--- config.mk ---
export PLATFORM = sky130hd
export DESIGN_NAME = vm1_irq_sched
export DESIGN_NICKNAME = d
export VERILOG_FILES = /design/src/rtl/vm1_irq_sched_pkg.sv /design/src/rtl/vm1_irq_pick.sv /design/src/rtl/vm1_irq_sched.sv
export SDC_FILE = /design/constraint.sdc
export NUM_CORES = 1
export LEC_CHECK = 0
export ABC_AREA = 1
export BUFFER_PORTS_ARGS = -buffer_cell sky130_fd_sc_hd__buf_2
export CORE_ASPECT_RATIO = 0.6
export CORE_MARGIN = 2
export CORE_UTILIZATION = 40
export DETAILED_ROUTE_END_ITERATION = 7
export PLACE_DENSITY_LB_ADDON = 0.3
export SLEW_MARGIN = 20
export SYNTH_ARGS = -nofsm -noshare
export SYNTH_HDL_FRONTEND = slang
export SYNTH_SLANG_ARGS = --single-unit
--- constraint.sdc ---
create_clock -name clk_sys -period 1.8 [get_ports clk_sys]
set_input_delay 0.27 -clock clk_sys [delete_from_list [all_inputs] [get_ports clk_sys]]
set_output_delay 0.27 -clock clk_sys [all_outputs]
set_load 0.01 [all_outputs]
--- src/rtl/vm1_irq_sched_pkg.sv ---
// vm1_irq_sched_pkg: shared FSM state encodings, bus-request levels and level helper for the IRQ scheduler
package vm1_irq_sched_pkg;

    localparam logic [1:0] ST_IDLE    = 2'd0;
    localparam logic [1:0] ST_GRANT   = 2'd1;
    localparam logic [1:0] ST_RELEASE = 2'd2;

    localparam logic [2:0] LVL_OFS = 3'd4;
    localparam logic [2:0] LVL_BR4 = LVL_OFS;
    localparam logic [2:0] LVL_BR5 = LVL_OFS + 3'd1;
    localparam logic [2:0] LVL_BR6 = LVL_OFS + 3'd2;
    localparam logic [2:0] LVL_BR7 = LVL_OFS + 3'd3;

    function automatic logic [2:0] br_level(input logic [1:0] p);
        return p == 2'd3 ? LVL_BR7 : p == 2'd2 ? LVL_BR6 : p == 2'd1 ? LVL_BR5 : LVL_BR4;
    endfunction

endpackage

--- src/rtl/vm1_irq_pick.sv ---
// vm1_irq_pick: combinational winner select (highest level, then round-robin with IRQ_RR_EN or lowest index)
//  elig    in   N    eligible sources
//  rr      in   IW   round-robin start index (present only with IRQ_RR_EN)
//  win_oh  out  N    one-hot winner, zero when nothing is eligible
//  win_idx out  IW   binary winner index
module vm1_irq_pick
    import vm1_irq_sched_pkg::*;
#(
    parameter int N = 4,
    parameter int IW = 2,
    parameter logic [2*N-1:0] PRI = '0
) (
    input  logic [N-1:0]  elig,
`ifdef IRQ_RR_EN
    input  logic [IW-1:0] rr,
`endif
    output logic [N-1:0]  win_oh,
    output logic [IW-1:0] win_idx
);

    logic [2:0]   top_lvl;
    logic [N-1:0] top;
`ifdef IRQ_RR_EN
    logic [IW-1:0] j;
`endif

    always_comb begin
        top_lvl = '0;
        top = '0;
        for (int i = 0; i < N; i++)
            if (elig[i] && br_level(PRI[2*i+:2]) > top_lvl) top_lvl = br_level(PRI[2*i+:2]);
        for (int i = 0; i < N; i++)
            top[i] = elig[i] && br_level(PRI[2*i+:2]) == top_lvl;
    end

    // Scan backwards so the last hit is the closest candidate to the start point.
    always_comb begin
        win_idx = '0;
        win_oh = '0;
`ifdef IRQ_RR_EN
        j = '0;
        for (int k = N - 1; k >= 0; k--) begin
            j = IW'((int'(rr) + k) % N);
            if (top[j]) win_idx = j;
        end
`else
        for (int i = N - 1; i >= 0; i--)
            if (top[i]) win_idx = IW'(i);
`endif
        win_oh[win_idx] = |top;
    end

endmodule

--- src/rtl/vm1_irq_sched.sv ---
// vm1_irq_sched: interrupt request scheduler presenting one held one-hot request to the VIC (IRQ_RR_EN selects round-robin ties)
//  clk_sys   in   1   system clock
//  wb_rst_i  in   1   asynchronous active-high reset
//  ce        in   1   clock enable, all state advances only when high
//  src_req   in   N   peripheral requests
//  src_ack   out  N   acknowledge pulse to the granted source
//  cpu_pri   in   3   CPU priority
//  vic_ireq  out  N   one-hot or zero request to the VIC
//  vic_iack  in   N   VIC per-source acknowledge
//  pend_o    out  N   pending status
//  tmo_o     out  1   grant timeout pulse
module vm1_irq_sched
    import vm1_irq_sched_pkg::*;
#(
    parameter int N = 4,
    parameter logic [2*N-1:0] PRI = '0,
    parameter logic [N-1:0] EDGE = '0,
    parameter int TMO_W = 8
) (
    input  logic         clk_sys,
    input  logic         wb_rst_i,
    input  logic         ce,
    input  logic [N-1:0] src_req,
    output logic [N-1:0] src_ack,
    input  logic [2:0]   cpu_pri,
    output logic [N-1:0] vic_ireq,
    input  logic [N-1:0] vic_iack,
    output logic [N-1:0] pend_o,
    output logic         tmo_o
);

    localparam int IW = (N > 1) ? $clog2(N) : 1;

    logic [N-1:0]     req_q;
    logic [N-1:0]     edge_lat;
    logic [N-1:0]     pend;
    logic [N-1:0]     elig;
    logic [N-1:0]     win_oh;
    logic [IW-1:0]    win_idx;
    logic [1:0]       state;
    logic [IW-1:0]    w;
    logic [TMO_W-1:0] timer;

    assign pend = (EDGE & edge_lat) | (~EDGE & src_req);
    // Level requests pass straight through, so gate them to honour zero outputs during reset.
    assign pend_o = pend & ~{N{wb_rst_i}};

    always_comb begin
        elig = '0;
        for (int i = 0; i < N; i++)
            elig[i] = pend[i] && br_level(PRI[2*i+:2]) > cpu_pri;
    end

`ifdef IRQ_RR_EN
    logic [IW-1:0] rr;
    always_ff @(posedge clk_sys or posedge wb_rst_i) begin
        if (wb_rst_i) rr <= '0;
        else if (ce && state == ST_GRANT && vic_iack[w]) rr <= (w == IW'(N - 1)) ? '0 : w + 1'b1;
    end
`endif

    vm1_irq_pick #(.N(N), .IW(IW), .PRI(PRI)) u_pick (
        .elig(elig),
`ifdef IRQ_RR_EN
        .rr(rr),
`endif
        .win_oh(win_oh),
        .win_idx(win_idx)
    );

    always_ff @(posedge clk_sys or posedge wb_rst_i) begin
        if (wb_rst_i) begin
            req_q <= '0;
            edge_lat <= '0;
            src_ack <= '0;
            tmo_o <= 1'b0;
            vic_ireq <= '0;
            state <= ST_IDLE;
            w <= '0;
            timer <= '0;
        end else if (ce) begin
            req_q <= src_req;
            // Set dominates clear so an edge coinciding with an acknowledge is kept.
            edge_lat <= EDGE & ((src_req & ~req_q) | (edge_lat & ~vic_iack));
            src_ack <= '0;
            tmo_o <= 1'b0;
            case (state)
                ST_IDLE: if (|elig) begin
                    state <= ST_GRANT;
                    w <= win_idx;
                    vic_ireq <= win_oh;
                    timer <= '0;
                end
                ST_GRANT: if (vic_iack[w]) begin
                    src_ack <= vic_ireq;
                    vic_ireq <= '0;
                    state <= ST_RELEASE;
                end else if (!EDGE[w] && !src_req[w]) begin
                    vic_ireq <= '0;
                    state <= ST_RELEASE;
                end else if (&timer) begin
                    tmo_o <= 1'b1;
                    vic_ireq <= '0;
                    state <= ST_RELEASE;
                end else begin
                    timer <= timer + 1'b1;
                end
                default: state <= ST_IDLE;
            endcase
        end
    end

endmodule

==> results by group, run 1 <==
Setup path
  – FF-to-FF setup slack: 280 ps
  – Worst-path fanout max: 9
  – Element type at the critical path end: register
  – CP dominant cell by count: nand2_1
  – Worst path cell trace: ha_1 -> inv_1 -> nor2_2 -> nand3_1 -> nand2_2 -> nor2_8 -> nand2_4 -> nand2_1 -> nand2_1
  – Required time of the critical path: 1960 ps
  – FF-to-FF Start: timer[0]$_DFFE_PP0P_
  – Stages on worst setup path: 9
  – CP endpoint: timer[4]$_DFFE_PP0P_
  – Register-to-Register Path Depth: 9
  – Max stage delay on crit path: 420 ps
  – Crit path buf inv count: 1
  – Reg2reg end: timer[4]$_DFFE_PP0P_
  – Crit. Startpoint: timer[0]$_DFFE_PP0P_
  – Slowest cell on crit path: dfrtp_1
  – CP Launch Type: register
  – Crit path DAT: 1670 ps
  – WS Path Type: register to register
  – CP top delay family: simple AND/OR/NAND/NOR gates

Floorplan
  – Die height: around 49 µm
  – Chip Width: a little under 80 µm
  – IO Pins: 27
  – Core Area: between 3000 and 4000 µm²
  – Site Rows: 16
  – Die area: 3820 µm²
  – Initial Util: 41.3%

STA
  – Min Tclk post-route: approximately 1500 ps
  – Min Hold Slack: ~66 ps
  – TNS Setup: 0 ps
  – Crit share post-route: 84.2%
  – Rel. slew slack: between 70 and 80%
  – Final Hold Violating Endpoints: 0
  – Final setup fails: 0
  – Slew Viols, Final: 0
  – RSZ-0062 raised after global routing: false
  – Max Clock Freq: about 0.66 GHz
  – Worst Tran Pin Value: 345 ps
  – Clk_skew: between 9 and 10 ps

Drt
  – Drt first-iter violations: 87
  – Vias: around 1200
  – Drt pass-1 iters: 4
  – Post-route ant nets: 0
  – Via density: between 4 and 5
  – WL final: between 3 and 4 mm
  – Wire length per cell: between 10 and 15 µm
  – # DRC: 0

Yosys
  – Synth top area share: roughly 40%
  – Top post-synthesis cells by area: dfrtp_1 40%, nand2_1 20%, nand3_1 6.4%
  – Syn nets: approximately 200
  – Largest area contributor in the netlist: dfrtp_1
  – Mapped Area: 1330 µm²
  – FF+latch count, synth: 21
  – Syn Area/Cell: 7.15 µm²
  – Post-Synthesis Cells: 186
  – Synth warn: 0
  – Distinct cells, synth: 24
  – Seq/Total Area, Yosys: between 30 and 40%

Cells and area
  – Fillers: around 320
  – Antenna cells: 0
  – Area Growth Syn to Fin: 16.9%
  – Multi-input logic area: 728 µm²
  – Post-route cell area: between 1500 and 2000 µm²
  – Ratio of cells with drive above 1 in the final layout: between 20% and 30%
  – Register Area: approximately 530 µm²
  – Most common cell after layout, fill and taps aside: nand2_1
  – Most frequent cells in the layout: 70 x nand2_1, 24 x buf_2, 21 x dfrtp_1
  – Finished Core Util: 48.3%
  – Layout Nets: 230

Global route
  – Pin count of the biggest net entering global routing: 22
  – Global route total overflow: 0
  – Vias in the first global route: around 1200
  – Initial antenna violation count: 0
  – GRT Total Usage: a little under a fifth
  – Global-route wire length before repair: between 5 and 6 mm

Placed design
  – DP HPWL: ~2.4 mm
  – Port Buffers: 24
  – Final GP Congestion: 0.768
  – Placed inst area: about 1500 µm²

Power and ir drop
  – Pleak: between 0.8 and 0.9 nW
  – Tot Pwr: around 1.7 mW
  – Max IR drop VDD: slightly below 0.0006 V
  – P per Cell Area: around 1100 nW/µm²

Clock network
  – CTS Root Cell: clkbuf_8
  – Clock sink count: 21
  – Post-CTS Hold Fix Bufs: 0
  – TritonCTS clock tree: yes
  – Buffer depth of the longest clock path: 2
  – Clock Latency Late Sink: between 200 and 300 ps
  – H-tree Lvls: 1
  – CTS Buf Count: 3
  – Reg clk slew, reported paths: 90 ps
  – Post-CTS Setup Bufs: 0
  – Cts repair resizes: 0

Flow run
  – Max-cap check violation count: 0

Status
  – Status: finished clean

Hold path
  – Min-delay worst type: primary input to async pin
[synth_stat cells, drive strengths merged]
master and instances:
a21oi 3, nand3b 3, dfrtp 21, nand4 3, o21ai 11, inv 19
ha 1, clkbuf 1, nor3b 1, o21bai 1, nand3 21, nand2 74
xor2 1, nor2 24, xnor2 2
[area by class of cell]
cell class	instances	area share (%)
Clock buffer	3	2.65
Clock inverter	1	0.322
Inverter	19	4.59
Multi-Input combinational cell	145	46.8
Sequential cell	21	33.8
Tap cell	45	3.62
Timing Repair Buffer	25	8.21
[sequential cells by signal, summed over array words and instances (netlist names)]
signal	flops
vic_ireq	4
state	2
w	2
timer	8
src_ack	4
tmo_o	1
[tightest hold or removal path: stages]
cell and delay [ps]:
buf_2 130, inv_1 50, buf_4 280
[metrics by stage]
step,instances,setup slack (ps)
3_3_place_gp,255,324
6_report,259,284
4_1_cts,259,303
3_5_place_dp,255,317
2_1_floorplan,186,459
5_1_grt,259,172
[routing by layer]
metal,part of all wire (%),routed length [µm],vias up,GRT usage [%]
met1,54,1650,542,27.6
met3,5.6,173,4,4.29
met4,1.2,36,0,5.56
li1,-,-,649,-
met5,0,0,-,0
met2,39,1200,35,26.4
[cells by family after synthesis]
family          Yosys count  share of synthesized area (%)
xor+xnor                  3                           1.98
buf+inv                  20                           5.74
simple gates            126                           46.0
compound gates           15                           5.83
flops                    21                           39.5
fa+ha+maj                 1                          0.941
[how the worst min path moves through the flow]
stage	start	to	slack (ps)	cells after the start
6_report	wb_rst_i	w[0]$_DFFE_PP0P_	70	3
5_1_grt	wb_rst_i	w[0]$_DFFE_PP0P_	120	3
4_1_cts	wb_rst_i	w[0]$_DFFE_PP0P_	70	3
3_5_place_dp	wb_rst_i	w[0]$_DFFE_PP0P_	370	3
3_3_place_gp	wb_rst_i	state[1]$_DFFE_PP0P_	370	3
2_1_floorplan	wb_rst_i	src_ack[0]$_DFFE_PP0P_	250	1
[report_power, final]
| group | total, mW | leakage [nW] | switching, mW | internal [mW] |
|---|---|---|---|---|
| Sequential | 0.628 | 0.286 | 0.0785 | 0.550 |
| Clock | 0.323 | 0.0255 | 0.168 | 0.155 |
| Combinational | 0.732 | 0.512 | 0.498 | 0.234 |
| Total | 1.68 | 0.823 | 0.745 | 0.938 |
Note: power is estimated with default switching activity, not from simulation.
==> inputs of run 2 (changes only) <==
Clock period 1.8 ns to 1.25 ns, I/O delays scaled along.
==> run 2 against run 1 <==
The flow now finishes with violations (setup timing). Final cell count grew 14%. Via count grew 11%. Non-clock buffer count grew 37. Worst hold slack improved by 170 ps. Cell area is 24% higher. Largest power group unchanged.
==> results by group, run 2 (synthesized netlist as in run 1, its figures left out) <==
Clock network
  – Reg clk slew, reported paths: 90 ps (about the same)
  – CTS Buf Count: 3 (unchanged)
  – Buffer depth of the longest clock path: 2 (unchanged)
  – CTS Root Cell: clkbuf_8
  – Clock sink count: 21 (unchanged)
  – TritonCTS clock tree: yes
  – H-tree Lvls: 1 (unchanged)
  – Clock Latency Late Sink: 270 ps (about the same)

Cells and area
  – Post-route insts no fill: 296 (+14%)
  – Regs by FF count: timer x8, src_ack x4, vic_ireq x4
  – Ratio of cells with drive above 1 in the final layout: 37.5% (+17 points)
  – Post-route cell area: 1920 µm² (+24%)
  – Area Growth Syn to Fin: 44.5%
  – Antenna cells: 0 (unchanged)
  – Fillers: 307 (-4.4%)
  – Finished Core Util: 59.6% (+11 points)
  – Most frequent cells in the layout: 64 x nand2_1, 34 x buf_4, 24 x buf_2
  – Most common cell after layout, fill and taps aside: nand2_1
  – Biggest register: timer
  – Max FFs per register: 8 (unchanged)
  – Layout Nets: 267 (+16%)
  – Multi-input logic area: 795 µm² (+9.1%)
  – Register Area: 526 µm² (unchanged)

Floorplan
  – Die area: 3820 µm² (unchanged)
  – Chip Width: 78.4 µm (unchanged)
  – Initial Util: 41.3% (unchanged)
  – IO Pins: 27 (unchanged)
  – Site Rows: 16 (unchanged)
  – Core Area: 3220 µm² (unchanged)
  – Die height: 48.7 µm (unchanged)

Power and ir drop
  – Tot Pwr: 3.02 mW (+79%)
  – Pleak: 1.01 nW (+23%)
  – Max IR drop VDD: 0.00108 V (+82%)
  – P per Cell Area: 1570 nW/µm² (+45%)

STA
  – Clk_skew: 7.65 ps (-2.02 ps)
  – Min Tclk post-route: 1370 ps (-146 ps)
  – Final Hold Violating Endpoints: 0 (unchanged)
  – Slew Viols, Final: 0 (unchanged)
  – Final WS setup: -119 ps (-404 ps)
  – RSZ-0062 raised after global routing: true
  – Crit share post-route: 110% (+25 points)
  – Max Clock Freq: 0.730 GHz (+11%)
  – Rel. slew slack: 80.8% (+3.9 points)
  – Final setup fails: 14 (+14)
  – Worst Tran Pin Value: 288 ps (-57.8 ps)

Drt
  – WL final: 3.33 mm (+8.7%)
  – Via density: 4.62 (-2.8%)
  – Drt first-iter violations: 87 (unchanged)
  – Wire length per cell: 11.3 µm (-4.9%)
  – Drt pass-1 iters: 4 (unchanged)
  – Post-route ant nets: 0 (unchanged)
  – # DRC: 0 (unchanged)
  – Vias: 1367 (+11%)

Global route
  – GRT Total Usage: 19.7% (+1.2 points)
  – Vias in the first global route: 1236 (+5.2%)
  – Initial antenna violation count: 0 (unchanged)
  – Global route total overflow: 0 (unchanged)
  – Pin count of the biggest net entering global routing: 22 (unchanged)
  – Global-route wire length before repair: 5.89 mm (+6.2%)

Setup path
  – Worst path cell trace: inv_2 -> nand2_2 -> nand3_1 -> nand2_1 -> nand2_2 -> nand2_4 -> nor2_8 -> nand2_4 -> nand2_1 -> nand2_1
  – Crit path buf inv count: 1 (unchanged)
  – Max stage delay on crit path: 440 ps (+20 ps)
  – Slowest cell on crit path: dfrtp_1
  – CP Launch Type: register
  – Required time of the critical path: 1410 ps (-550 ps)
  – CP dominant cell by count: nand2_1
  – Worst-path fanout max: 8 (-1)
  – Element type at the critical path end: register
  – CP top delay family: simple AND/OR/NAND/NOR gates
  – WS Path Type: register to register
  – Crit path DAT: 1520 ps (-150 ps)

Flow run
  – Max-cap check violation count: 0 (unchanged)

Placed design
  – Placed Cells: 289 (+13%)
  – Placed inst area: 1800 µm² (+19%)
  – DP HPWL: 2.61 mm (+9.8%)
  – Port Buffers: 24 (unchanged)
  – Final GP Congestion: 0.787 (+2.5%)

Hold path
  – Min-delay worst type: primary input to register

Status
  – Failing checks: setup timing
  – Status: finished, violations left
[run 2: changes by cell type in the layout (fill, tap and decap cells not counted), moves of 2 or more]
cell / change
nand2_2: +5
buf_4: +33
nor2_1: -2
nand2_1: -6
o21ai_1: +4
nand3_1: -3
buf_6: +2
o21ai_0: -5
nand3_2: +3
nor2_4: +2
[run 2: worst register-to-register path: cells and delay by family, from the launching register on]
kind / cells / cell delay [ps]
simple gates: 9 / 690
buf+inv: 1 / 140
flops: 1 / 440
[run 2: timing repair]
item | in CTS | in global routing
endpoints found under the setup margin | 15 | 19
setup buffers | 2 | 1
resized for setup | 8 | 11
hold buffers | 1 | 0
pin swaps | 5 | 10
endpoints found under the hold margin | 9 | 0
[run 2: power breakdown]
part	total (mW)	internal [mW]	switching (mW)	leakage, nW
Combinational	1.65	0.761	0.885	0.703
Sequential	0.910	0.791	0.118	0.286
Clock	0.463	0.222	0.240	0.0255
[run 2: worst paths after layout]
| check | from | end | slack [ps] | cells past startpoint |
|---|---|---|---|---|
| setup reg to reg | w[0]$_DFFE_PP0P_ | timer[6]$_DFFE_PP0P_ | -120 | 10 |
| max in group asynchronous | wb_rst_i | src_ack[2]$_DFFE_PP0P_ | 480 | 4 |
| hold / removal | ce | src_ack[2]$_DFFE_PP0P_ | 240 | 3 |
| setup / recovery | w[0]$_DFFE_PP0P_ | timer[6]$_DFFE_PP0P_ | -120 | 10 |
| hold reg to reg | src_ack[0]$_DFFE_PP0P_ | src_ack[0]$_DFFE_PP0P_ | 490 | 2 |
| min in group asynchronous | wb_rst_i | state[0]$_DFFE_PP0P_ | 540 | 4 |
[run 2: per-stage QoR]
stage               setup slack (ps)  TNS (ps)  hold WS (ps)
global placement                -152     -1580           284
finish                          -119     -1200           239
CTS                             -126     -1420           247
detailed placement              -155     -1570           289
global route                    -245     -3050           248
floorplan                      -25.5      -196           164
[run 2: final cells by class]
type | instances | share of cell area (%)
repair buffers | 62 | 22.3
flip-flops and latches | 21 | 27.3
well taps | 45 | 2.93
clock inverters | 1 | 0.260
multi-input cells | 145 | 41.3
inverters | 19 | 3.71
clock buffers | 3 | 2.15
[run 2: layer usage]
metal  global-route usage, %  wire [µm]
met5                       0          0
met4                    3.51         14
met3                    4.48        122
met2                    26.1       1310
met1                    32.1       1880
==> inputs of run 3 (changes only) <==
Settings changed: PLACE_DENSITY from default to 0.65, PLACE_DENSITY_LB_ADDON 0.3 to default.
==> run 3 against run 2 <==
The flow still finishes with violations (setup timing). Critical endpoint is now timer[1]$_DFFE_PP0P_. Flip-flop and latch count did not move. Largest power group unchanged. First-iteration DRC count fell by 47%. Highest routed layer unchanged. Count of clock-buffer cells in the layout did not move.
==> results by group, run 3 (synthesized netlist as in run 1, its figures left out) <==
Status
  – Status: finished, violations left
  – Failing checks: setup timing

Cells and area
  – Ratio of cells with drive above 1 in the final layout: 43.9% (+6.4 points)
  – Most common cell after layout, fill and taps aside: nand2_1
  – Area Growth Syn to Fin: 46.4%
  – Layout Nets: 260 (-2.6%)
  – Fillers: 295 (-3.9%)
  – Biggest register: timer
  – Most frequent cells in the layout: 55 x nand2_1, 27 x buf_4, 24 x buf_2
  – Post-route cell area: 1950 µm² (+1.3%)
  – Antenna cells: 0 (unchanged)
  – Regs by FF count: timer x8, src_ack x4, vic_ireq x4
  – Finished Core Util: 60.4% (+0.78 points)
  – Post-route insts no fill: 289 (-2.4%)
  – Max FFs per register: 8 (unchanged)

Placed design
  – Port Buffers: 24 (unchanged)
  – Final GP Congestion: 0.778 (-1.2%)
  – DP HPWL: 2.58 mm (-1.1%)
  – Placed inst area: 1760 µm² (-2.2%)
  – Placed Cells: 282 (-2.4%)

Clock network
  – H-tree Lvls: 1 (unchanged)
  – Buffer depth of the longest clock path: 2 (unchanged)
  – CTS Root Cell: clkbuf_8
  – CTS Buf Count: 3 (unchanged)
  – TritonCTS clock tree: yes
  – Clock Latency Late Sink: 260 ps (about the same)
  – Clock sink count: 21 (unchanged)
  – Reg clk slew, reported paths: 80 ps (about the same)

Setup path
  – Max stage delay on crit path: 460 ps (+20 ps)
  – Crit path DAT: 1540 ps (+20 ps)
  – Required time of the critical path: 1410 ps (about the same)
  – Crit path buf inv count: 1 (unchanged)
  – Worst path cell trace: inv_4 -> nand2_2 -> nand3_2 -> nand2_2 -> nand2_2 -> nand2_4 -> nor2_8 -> nand2_8 -> nand2_1 -> nand2_1
  – Slowest cell on crit path: dfrtp_2
  – WS Path Type: register to register
  – CP dominant cell by count: nand2_2
  – Worst-path fanout max: 8 (unchanged)
  – CP Launch Type: register
  – CP top delay family: simple AND/OR/NAND/NOR gates
  – Element type at the critical path end: register

Global route
  – Vias in the first global route: 1230 (-0.49%)
  – Global-route wire length before repair: 5.65 mm (-4.1%)
  – GRT Total Usage: 19.0% (-0.66 points)
  – Met3 global-route usage: 4.48% (unchanged)
  – Pin count of the biggest net entering global routing: 22 (unchanged)
  – Initial antenna violation count: 0 (unchanged)
  – Global route total overflow: 0 (unchanged)
  – Met2 Resource Use GR: 27.3% (+1.1 points)
  – Busiest grt layer: met1
  – Met1 Usage GRT: 28.9% (-3.2 points)

STA
  – Final setup fails: 12 (-2)
  – Max Clock Freq: 0.726 GHz (-0.59%)
  – Slew Viols, Final: 0 (unchanged)
  – Final WS setup: -127 ps (-8.08 ps)
  – Clk_skew: 1.35 ps (-6.31 ps)
  – RSZ-0062 raised after global routing: true
  – Rel. slew slack: 81.2% (+0.40 points)
  – Min Tclk post-route: 1380 ps (+8.08 ps)
  – Crit share post-route: 110% (+0.65 points)
  – Worst Tran Pin Value: 282 ps (-6.05 ps)
  – Final Hold Violating Endpoints: 0 (unchanged)

Drt
  – Wire length per cell: 11.9 µm (+5.8%)
  – Post-route ant nets: 0 (unchanged)
  – WL final: 3.44 mm (+3.3%)
  – Drt pass-1 iters: 4 (unchanged)
  – Via density: 4.72 (+2.3%)
  – Vias: 1365 (-0.15%)
  – # DRC: 0 (unchanged)
  – Drt first-iter violations: 46 (-47%)

Floorplan
  – Chip Width: 78.4 µm (unchanged)
  – Core Area: 3220 µm² (unchanged)
  – Site Rows: 16 (unchanged)
  – Die height: 48.7 µm (unchanged)
  – IO Pins: 27 (unchanged)
  – Initial Util: 41.3% (unchanged)
  – Die area: 3820 µm² (unchanged)

Power and ir drop
  – Pleak: 0.991 nW (-2.4%)
  – P per Cell Area: 1600 nW/µm² (+2.2%)
  – Max IR drop VDD: 0.00102 V (-5.1%)

Flow run
  – Max-cap check violation count: 0 (unchanged)

Hold path
  – Min-delay worst type: primary input to register
==> run 3: cell types whose count changed in the layout (fill, tap and decap cells not counted), sizes merged <==
cell,change
buf,-7
==> run 3: final timing paths <==
check / from / endpoint / slack (ps) / cells after the start
setup / recovery: w[0]$_DFFE_PP0P_ / timer[1]$_DFFE_PP0P_ / -130 / 10
hold / removal: ce / src_ack[2]$_DFFE_PP0P_ / 230 / 3
setup reg to reg: w[0]$_DFFE_PP0P_ / timer[1]$_DFFE_PP0P_ / -130 / 10
hold reg to reg: vic_ireq[2]$_DFFE_PP0P_ / vic_ireq[2]$_DFFE_PP0P_ / 500 / 2
max in group asynchronous: wb_rst_i / w[0]$_DFFE_PP0P_ / 480 / 4
min in group asynchronous: wb_rst_i / src_ack[1]$_DFFE_PP0P_ / 530 / 4
==> run 3: power by group <==
part	switching (mW)	internal, mW	total (mW)	leakage, nW
Combinational	0.991	0.759	1.75	0.681
Sequential	0.113	0.797	0.910	0.284
Clock	0.240	0.223	0.463	0.0255
Total	1.35	1.78	3.12	0.991
==> run 3: worst register-to-register path: cells and delay by family (launching register included) <==
| kind | cells | cell delay (ps) |
|---|---|---|
| AND/OR/NAND/NOR | 9 | 710 |
| flip-flops | 1 | 460 |
| buffers and inverters | 1 | 110 |
==> run 3: what timing repair did <==
action                     4_1_cts  5_1_grt
hold buffers                     1        0
resized for setup               10       29
hold endpoints to repair        21        0
pin swaps                       14       10
setup endpoints to repair       15       19
buffers inserted                 1        1
==> run 3: per-layer routing <==
layer | share of wire (%) | up-vias
li1 | - | 714
met1 | 53 | 625
met5 | 0 | -
met3 | 4.1 | 4
met2 | 42 | 22
met4 | 0.73 | 0
==> run 3: layout make-up <==
class                           count  area [µm²]  area share, %
Timing Repair Buffer               55         384           19.7
Sequential cell                    21         528           27.1
Multi-Input combinational cell    145         858           44.1
Clock inverter                      1        5.00          0.257
Clock buffer                        3        41.3           2.12
Inverter                           19        73.8           3.79
Tap cell                           45        56.3           2.89
==> run 3: per-stage QoR <==
stage | power (mW) | TNS [ps] | setup WS [ps] | hold slack (ps)
global placement | 2.34 | -1580 | -154 | 282
global route | 3.32 | -2480 | -216 | 236
floorplan | 1.74 | -196 | -25.5 | 164
detailed placement | 2.35 | -1830 | -180 | 280
finish | 3.12 | -1150 | -127 | 234
CTS | 2.93 | -1350 | -137 | 237
